`src/rtl/rf_wport_arbiter.sv`:
```
// Register-file write-port arbiter: WB has priority, MC results queue in a FIFO with starvation forcing.
// Optional same-cycle MC bypass when the FIFO is empty: define RF_WPORT_BYPASS_EN.
module rf_wport_arbiter #(
    parameter int DEPTH        = 2,
    parameter int STARVE_LIMIT = 4
) (
    input  logic        clk,
    input  logic        reset,
    input  logic        wb_we,
    input  logic [4:0]  wb_rd,
    input  logic [31:0] wb_wd,
    output logic        wb_stall,
    input  logic        mc_valid,
    output logic        mc_ready,
    input  logic [4:0]  mc_rd,
    input  logic [31:0] mc_wd,
    input  logic        iss_valid,
    input  logic [4:0]  iss_rd,
    output logic [31:0] pend_mask,
    output logic        we3,
    output logic [4:0]  a3,
    output logic [31:0] wd3
);

    localparam int PW = $clog2(DEPTH);
    localparam int CW = $clog2(DEPTH + 1);
    localparam int SW = $clog2(STARVE_LIMIT + 1);

    typedef struct packed {
        logic [4:0]  rd;
        logic [31:0] wd;
    } mc_entry_t;

    typedef enum logic [1:0] {SRC_NONE, SRC_WB, SRC_FIFO, SRC_BYP} src_e;

    mc_entry_t        mem [DEPTH];
    logic [PW-1:0]    rd_ptr, wr_ptr;
    logic [CW-1:0]    count;
    logic [SW-1:0]    starve_cnt;

    logic             wb_eff, empty, full, force_mc, byp, push, pop, mc_write;
    src_e             src;
    mc_entry_t        head;
    logic [31:0]      pend_next;

    // NOTE: every signal written here gets a default first, so no path can infer a latch.
    always_comb begin
        wb_eff   = wb_we && (wb_rd != 5'd0);
        // Reset masks the stored state so only the WB passthrough can write during reset.
        empty    = reset || (count == CW'(0));
        full     = !reset && (count == CW'(DEPTH));
        head     = mem[rd_ptr];
        force_mc = !empty && (starve_cnt == SW'(STARVE_LIMIT));
`ifdef RF_WPORT_BYPASS_EN
        byp      = empty && !reset && !wb_eff && mc_valid;
`else
        byp      = 1'b0;
`endif
        src = SRC_NONE;
        if (force_mc)    src = SRC_FIFO;
        else if (wb_eff) src = SRC_WB;
        else if (!empty) src = SRC_FIFO;
        else if (byp)    src = SRC_BYP;

        mc_ready = !full;
        pop      = (src == SRC_FIFO);
        push     = mc_valid && !full && !byp;
        wb_stall = force_mc && wb_eff;

        we3 = 1'b0;
        a3  = 5'd0;
        wd3 = 32'd0;
        unique case (src)
            SRC_WB: begin
                we3 = 1'b1;
                a3  = wb_rd;
                wd3 = wb_wd;
            end
            SRC_FIFO: begin
                we3 = (head.rd != 5'd0);
                a3  = head.rd;
                wd3 = head.wd;
            end
            SRC_BYP: begin
                we3 = (mc_rd != 5'd0);
                a3  = mc_rd;
                wd3 = mc_wd;
            end
            default: ;
        endcase
        mc_write = we3 && (src == SRC_FIFO || src == SRC_BYP);

        // Clear first so a same-cycle issue to the same register wins.
        pend_next = pend_mask;
        if (mc_write) pend_next[a3] = 1'b0;
        if (iss_valid && iss_rd != 5'd0) pend_next[iss_rd] = 1'b1;
        pend_next[0] = 1'b0;
    end

    // NOTE: sequential state uses non-blocking assignments so every register samples pre-edge values.
    always_ff @(posedge clk) begin
        if (reset) begin
            rd_ptr     <= '0;
            wr_ptr     <= '0;
            count      <= '0;
            starve_cnt <= '0;
            pend_mask  <= '0;
        end else begin
            if (push) wr_ptr <= wr_ptr + PW'(1);
            if (pop)  rd_ptr <= rd_ptr + PW'(1);
            case ({push, pop})
                2'b10:   count <= count + CW'(1);
                2'b01:   count <= count - CW'(1);
                default: count <= count;
            endcase
            if (pop || empty)                        starve_cnt <= '0;
            else if (starve_cnt < SW'(STARVE_LIMIT)) starve_cnt <= starve_cnt + SW'(1);
            pend_mask <= pend_next;
        end
    end

    // NOTE: the storage array has no reset; the pointers and count alone define which entries are valid.
    always_ff @(posedge clk) begin
        if (push) mem[wr_ptr] <= '{rd: mc_rd, wd: mc_wd};
    end

    // A re-issue is legal only when the outstanding write to that register retires this cycle.
    a_no_reissue: assert property (@(posedge clk) disable iff (reset)
        (iss_valid && iss_rd != 5'd0) |-> (!pend_mask[iss_rd] || (mc_write && a3 == iss_rd)));

endmodule
```
`config.mk`:
```
export PLATFORM = sky130hd
export DESIGN_NAME = rf_wport_arbiter
export DESIGN_NICKNAME = d
export VERILOG_FILES = /design/src/rtl/rf_wport_arbiter.sv
export SDC_FILE = /design/constraint.sdc
export NUM_CORES = 1
export LEC_CHECK = 0
export ABC_AREA = 1
export CAP_MARGIN = 20
export CORE_MARGIN = 5
export CORE_UTILIZATION = 50
export DETAILED_ROUTE_END_ITERATION = 16
export PLACE_DENSITY_LB_ADDON = 0.3
export SLEW_MARGIN = 20
export SYNTH_ARGS = -nofsm -noshare
export SYNTH_HDL_FRONTEND = slang
export SYNTH_SLANG_ARGS = --single-unit
```
`constraint.sdc`:
```
create_clock -name clk -period 6.6 [get_ports clk]
set_clock_uncertainty 0.05 [all_clocks]
set_input_delay 1.32 -clock clk [delete_from_list [all_inputs] [get_ports clk]]
set_output_delay 1.32 -clock clk [all_outputs]
set_load 0.05 [all_outputs]
```
==> metrics.yaml, run 1 <==
detail-route-antenna-nets: 0
die_w_um: 110.2
ys_seq_area_share_pct: 59.82
tritoncts: "done"
crit_fanout: 40
p_total_mw: 2.130
ir_worst_vdd_v: 0.0001851
syn_avg_cell_area_um2: 10.52
synthToLayoutAreaGrowth_pct: 46.59
dp_slack_ns: 0.7740
antenna_found_initial: 0
placed_area_mm2: 0.006679
seqCellArea_mm2: 0.003004
first_global_vias: 4343
grt_max_degree: 41
gr-usage-all-layers_pct: 22.88
ios: 156
drv_cap: 0
fin_crit_ns: 5.833
final-hold-violation-count: 0
drc_errors: 0
num_rows: 36
postSynthCellCount: 477
setup_slack_ns: 0.7668
clk_pin_slew_ns: 0.06
cts.path.max_buffers: 2
core_mm2: 0.009774
crit_slowest_cell: "clkdlybuf4s50_1"
synth_warnings: 0
worstSetupStartpointType: "primary input"
fin_area_mm2: 0.007358
fillers: 655
worstSkewPairLatency_ns: 0.50
wirelength_um: 13500
postCtsHoldBufs: 0
outcome: "completed"
drt-wirelength-per-cell_um: 17.29
grt_pass1_wl_um: 21040
worstMarginPinSlew_ns: 1.120
gp_congestion: 0.8387
path_common_cell: "clkdlybuf4s50_1"
start_util_pct: 51.36
required_ns: 5.23
portBuffers: 154
synthDistinctLibCells: 29
dpl.hpwl_um: 9404
fin_util_pct: 75.28
crit_path_cell_trace: "clkdlybuf4s50_1 > inv_2 > nand3_4 > nand2_4 > inv_1 > o21ai_0 > clkdlybuf4s50_1"
power.leakage_nw: 2.549
grt.overflow.total: 0
crit_type: "primary input to output port"
vias: 4186
max_stage_delay_ns: 0.85
end_kind: "output port"
slew_viol_final: 0
antenna_cells: 0
cts_setup_buffers: 0
powerDensity_mw_per_mm2: 289.5
hp-class: "register to register"
grt_setup_unrepaired: "no"
crit_arrival_ns: 4.46
setup_tns_ns: 0
ys_ff_latch: 113
final_layout_size_suffix_gt1_share_pct: 12.19
post_cts_resized: 0
period_share_pct: 88.38
drt_pass1_iterations: 4
post-place-cells: 748
fin_hold_ws_ns: 0.4139
cts_buffers: 17
cts_root_buf: "clkbuf_8"
die_h_um: 110.2
setup_viol: 0
cts_max_level: 4
cts_sinks: 113
multi_input_area_mm2: 0.001829
die_area_mm2: 0.01214
synth_area_mm2: 0.005020
slew_headroom_pct: 24.78
fmax_mhz: 171.4
cp_top_family: "buffers and inverters"
drtIter0Drc: 259
synth_fp_nets: 564
viasPerCell: 5.360
nNetsFinal: 722
stdcell_count: 781
path_buf_inv: 4
state kept, by name, indices dropped and copies added (netlist names), named ones only:
name	cells
count	2
wr_ptr	1
starve_cnt	3
mem	74
rd_ptr	1
pend_mask	31
cells by family (layout without fill, tap and decap cells):
group                      Yosys count  after routing  share of synthesized area (%)
DFF                                113            113                          59.82
adders and majority gates            3              3                         0.7478
AOI/OAI and AO/OA                   91             91                          9.447
muxes                               32             32                          6.381
buffers and inverters               47            218                          4.137
and+or+nand+nor                    190            190                          19.39
other                                1              1                        0.07470
cell type report:
| cell class | count | share of cell area (%) |
|---|---|---|
| flip-flops and latches | 113 | 40.83 |
| multi-input cells | 317 | 24.86 |
| repair buffers | 158 | 21.77 |
| clock buffers | 18 | 5.679 |
| clock inverters | 14 | 3.112 |
| well taps | 133 | 2.262 |
| inverters | 28 | 1.496 |
final timing paths:
path | start | slack, ns | endpoint | depth (start not counted)
setup / recovery | reset | 0.77 | wd3[6] | 7
hold reg to reg | pend_mask[27] | 0.41 | pend_mask[27] | 2
setup reg to reg | starve_cnt[0] | 3.98 | starve_cnt[0] | 9
hold / removal | pend_mask[27] | 0.41 | pend_mask[27] | 2
metal layers:
| metal | GRT usage, % | part of all wire, % | vias up | wire (um) |
|---|---|---|---|---|
| met1 | 27.05 | 38 | 1975 | 5188 |
| met5 | 0 | 0 | - | 0 |
| met4 | 8.091 | 1.2 | 0 | 163 |
| met3 | 7.979 | 9.5 | 17 | 1287 |
| met2 | 38.73 | 51 | 191 | 6863 |
| li1 | - | - | 2003 | - |
power by group:
part | switching, mW | internal (mW) | total [mW] | leakage, nW
logic | 0.204 | 0.125 | 0.329 | 1.22
clock network | 0.331 | 0.658 | 0.989 | 0.315
registers | 0.0171 | 0.794 | 0.811 | 1.01
total | 0.553 | 1.58 | 2.13 | 2.55
placed cells by master, fill, tap and decap left out, drive strengths merged:
cell type,Yosys,layout
nor3,13,13
buf,7,5
nor2,22,22
nand3,50,50
conb,1,1
dfxtp,39,39
o21ai,52,52
inv,28,31
mux2i,32,32
a21oi,39,39
nand2,103,103
bufinv,0,5
nand4,2,2
edfxtp,74,74
ha,3,3
clkinv,0,6
clkbuf,12,18
clkdlybuf4s50,0,153
worst reg2reg max path, stage by stage (launching register included):
cell	delay [ns]
dfxtp_1	0.36
inv_1	0.08
ha_1	0.21
nand2_1	0.07
inv_1	0.06
nand3_4	0.43
nand2_4	0.19
inv_1	0.71
nand2_1	0.21
a21oi_1	0.17
synth_stat cells, drive strengths merged:
master	instances	area, um2
nand2	103	435.4
ha	3	37.54
clkbuf	12	45.04
nor3	13	65.06
inv	28	110.1
dfxtp	39	780.8
mux2i	32	320.3
nand4	2	12.51
a21oi	39	206.5
nor2	22	120.1
o21ai	52	267.8
buf	7	52.54
edfxtp	74	2222
nand3	50	340.3
conb	1	3.750
Note: power is estimated with default switching activity, not from simulation.
==> inputs of run 2 (changes only) <==
Settings changed: SLEW_MARGIN 20 to 40.
==> metrics.yaml, run 2 (synthesis gave the netlist of run 1 again) <==
end_kind: "output port"
drv_cap: 0
fmax_mhz: 179.8
fillers: 647
slew_headroom_pct: 51.81
sw_frac_of_total_pct: 26.87
antenna_cells: 0
worstSkewPairLatency_ns: 0.51
drc_errors: 0
largest_reg_flops: 74
slew_viol_final: 0
detail-route-antenna-nets: 0
period_share_pct: 84.29
die_w_um: 110.2
multi_input_area_mm2: 0.001844
postCtsHoldBufs: 0
num_rows: 36
final_layout_size_suffix_gt1_share_pct: 13.08
crit_slowest_cell: "clkdlybuf4s50_1"
cts.path.max_buffers: 2
power_switching_mw: 0.5520
start_util_pct: 51.36
vias: 4193
reg_top3: "mem x74, pend_mask x31, starve_cnt x3"
layout_commonest_cell: "clkdlybuf4s50_1"
grt.overflow.total: 0
required_ns: 5.23
cts_setup_buffers: 0
setup_viol: 0
fin_crit_ns: 5.563
cts_max_level: 4
holdPathStages: 2
placed_area_mm2: 0.006760
wirelength_um: 13390
setup_tns_ns: 0
max_stage_delay_ns: 0.85
grt_setup_unrepaired: "no"
dpl.hpwl_um: 9488
drt-wirelength-per-cell_um: 17.10
die_area_mm2: 0.01214
cts_sinks: 113
p_int_mw: 1.502
drtIter0Drc: 271
ios: 156
crit_arrival_ns: 4.19
cts_root_buf: "clkbuf_8"
grt_max_degree: 41
seqCellArea_mm2: 0.003004
worstMarginPinSlew_ns: 0.7189
nNetsFinal: 724
hp-class: "register to register"
combPwrFrac_pct: 16.2
power.leakage_nw: 2.529
synthToLayoutAreaGrowth_pct: 46.59
outcome: "completed"
ir_worst_vdd_v: 0.0001866
first_global_vias: 4306
drt_pass1_iterations: 8
fin_area_mm2: 0.007358
crit_path_cell_trace: "clkdlybuf4s50_1 > inv_2 > nand3_4 > nand2_4 > inv_2 > o21ai_0 > clkdlybuf4s50_1"
gr-usage-all-layers_pct: 23.12
gp_congestion: 0.8387
crit_fanout: 40
final_cell_mix: "clkdlybuf4s50_1 (153), nand2_1 (95), edfxtp_1 (74)"
antenna_found_initial: 0
viasPerCell: 5.355
clk_pin_slew_ns: 0.06
die_h_um: 110.2
final-hold-violation-count: 0
largest_register: "mem"
p_seq_share_pct: 39.5
power_frac_clock_pct: 44.3
post_cts_resized: 0
grt_pass1_wl_um: 21110
powerDensity_mw_per_mm2: 279.2
core_mm2: 0.009774
crit_type: "primary input to output port"
reg2regPathDepth: 10
portBuffers: 154
cts_buffers: 17
tritoncts: "done"
worstSetupStartpointType: "primary input"
## run 2: routing by layer
layer	vias to the layer above	global-route usage (%)	wire (um)
met5	-	0	0
met1	1981	27.78	5151
met2	184	39.04	6915
li1	2008	-	-
met3	20	7.280	1146
met4	0	8.531	178
## run 2: layout make-up
type                            instances  area share, %
Clock buffer                           18          5.679
Clock inverter                         14          2.449
Inverter                               28          1.496
Multi-Input combinational cell        317          25.06
Sequential cell                       113          40.83
Tap cell                              133          2.262
Timing Repair Buffer                  160          22.22
## run 2: worst max-delay path, delay by kind of cell
family / cells / cell delay (ns)
AOI/OAI and AO/OA: 1 / 0.26
buffers and inverters: 4 / 1.79
and+or+nand+nor: 2 / 0.80
## run 2: through the flow
step	cells	utilization [%]	total power [mW]	hold WS [ns]	worst slack (ns)
global route	783	75.28	2.127	0.4233	0.9044
CTS	783	75.28	2.067	0.4149	0.7360
floorplan	477	-	1.016	0.3755	1.999
detailed placement	751	69.16	1.156	0.4050	0.7076
global placement	747	68.13	1.139	0.3852	0.9917
finish	783	75.28	2.054	0.4158	1.037
## run 2: final timing paths
kind         slack, ns             to     startpoint
max               1.04        wd3[14]          reset
min               0.42  pend_mask[24]  pend_mask[24]
max reg2reg       4.06   pend_mask[8]       register
min reg2reg       0.42  pend_mask[24]  pend_mask[24]
## run 2: power groups by stage
stage                     Combinational, mW  Sequential [mW]  Clock, mW
final                                 0.334            0.811      0.910
after global routing                  0.353            0.815      0.959
after CTS                             0.334            0.811      0.922
after detailed placement              0.331            0.825          0
after global placement                0.315            0.824          0
after floorplan                       0.188            0.828          0
==> inputs of run 3 (changes only) <==
Settings changed: CORE_UTILIZATION 50 to 42.
Clock period 6.6 ns to 5 ns, I/O delays scaled along.
==> metrics.yaml, run 3 (synthesis gave the netlist of run 1 again) <==
num_rows: 40
cts_buffers: 17
fillers: 897
slew_headroom_pct: 54.73
hp-class: "register to register"
layout_commonest_cell: "clkdlybuf4s50_1"
outcome: "completed"
post-place-cells: 766
post_cts_resized: 0
cts.path.max_buffers: 2
antenna_cells: 0
cts_max_level: 4
final-hold-violation-count: 0
slew_viol_final: 0
synthToLayoutAreaGrowth_pct: 55.36
end_kind: "output port"
largest_reg_flops: 74
p_seq_share_pct: 37.3
cts_sinks: 113
crit_arrival_ns: 2.96
cts_setup_buffers: 0
tritoncts: "done"
final_cell_mix: "clkdlybuf4s50_1 (115), nand2_1 (95), edfxtp_1 (74)"
grt.overflow.total: 0
drtIter0Drc: 357
worstSkewPairLatency_ns: 0.40
largest_register: "mem"
first_global_vias: 4177
powerDensity_mw_per_mm2: 368.2
period_share_pct: 80.16
fin_crit_ns: 4.008
dpl.hpwl_um: 9769
final_layout_size_suffix_gt1_share_pct: 19.05
crit_type: "primary input to output port"
power_frac_clock_pct: 45.0
start_util_pct: 42.32
crit_fanout: 39
rrSetupSlack_ns: 2.49
sw_frac_of_total_pct: 25.08
power.leakage_nw: 2.754
detail-route-antenna-nets: 0
die_w_um: 119.3
nNetsFinal: 725
ir_worst_vdd_v: 0.0001961
drv_cap: 0
setup_tns_ns: 0
hp-start: "rd_ptr"
grt_pass1_wl_um: 21160
die_h_um: 119.3
core_mm2: 0.01186
clk_pin_slew_ns: 0.05
required_ns: 3.95
p_int_mw: 2.151
grt_setup_unrepaired: "no"
stdcell_count: 798
gr-usage-all-layers_pct: 19.07
die_area_mm2: 0.01424
viasPerCell: 5.189
drc_errors: 0
worstSetupStartpointType: "primary input"
reg_top3: "mem x74, pend_mask x31, starve_cnt x3"
gp_congestion: 0.8558
p_total_mw: 2.872
antenna_found_initial: 1
cts_root_buf: "clkbuf_16"
crit_start: "reset"
wirelength_um: 13390
vias: 4141
drt_pass1_iterations: 4
fmax_mhz: 249.5
setup_viol: 0
power_switching_mw: 0.7203
drt-wirelength-per-cell_um: 16.78
portBuffers: 154
combPwrFrac_pct: 17.7
worstMarginPinSlew_ns: 0.6754
grt_max_degree: 40
ios: 156
postCtsHoldBufs: 0
-- run 3: cell type report --
type | instances | area (um2) | share of cell area (%)
inverters | 28 | 110.1 | 1.412
multi-input cells | 317 | 1844 | 23.65
clock buffers | 17 | 425.4 | 5.455
clock inverters | 15 | 216.5 | 2.776
well taps | 147 | 183.9 | 2.358
repair buffers | 161 | 2014 | 25.83
flip-flops and latches | 113 | 3004 | 38.52
-- run 3: critical path, cell delays in order --
cell and delay, ns:
clkdlybuf4s50_1 0.62, inv_2 0.12, nand3_4 0.12, buf_4 0.41, nand3_4 0.17, nand3_1 0.16, nand2_2 0.15, buf_12 0.19
-- run 3: through the flow --
| step | setup slack (ns) | hold WS (ns) | utilization, % | instance area, um2 |
|---|---|---|---|---|
| floorplan | 1.039 | 0.3755 | - | 5020 |
| global placement | 0.7730 | 0.3837 | 59.56 | 7064 |
| detailed placement | 0.6903 | 0.3790 | 60.34 | 7157 |
| CTS | 0.6755 | 0.3927 | 65.75 | 7799 |
| global route | 0.8137 | 0.4113 | 65.75 | 7799 |
| finish | 0.9919 | 0.3958 | 65.75 | 7799 |
-- run 3: worst paths after layout --
check,to,cells past startpoint
max,a3[4],8
max reg2reg,pend_mask[9],10
min reg2reg,register,1
min,register,1
-- run 3: layer usage --
| metal | GRT usage [%] | up-vias | wire length [um] |
|---|---|---|---|
| li1 | - | 2000 | - |
| met1 | 21.50 | 1941 | 5316 |
| met2 | 31.93 | 171 | 6608 |
| met3 | 7.265 | 27 | 1060 |
| met4 | 8.805 | 2 | 390 |
| met5 | 0 | - | 13 |
-- run 3: power groups by stage --
stage	clock network [mW]	logic, mW	registers, mW
after floorplan	0	0.248	1.09
after global placement	0	0.485	1.09
after detailed placement	0	0.508	1.09
after CTS	1.31	0.510	1.07
after global routing	1.36	0.537	1.08
final	1.29	0.507	1.07
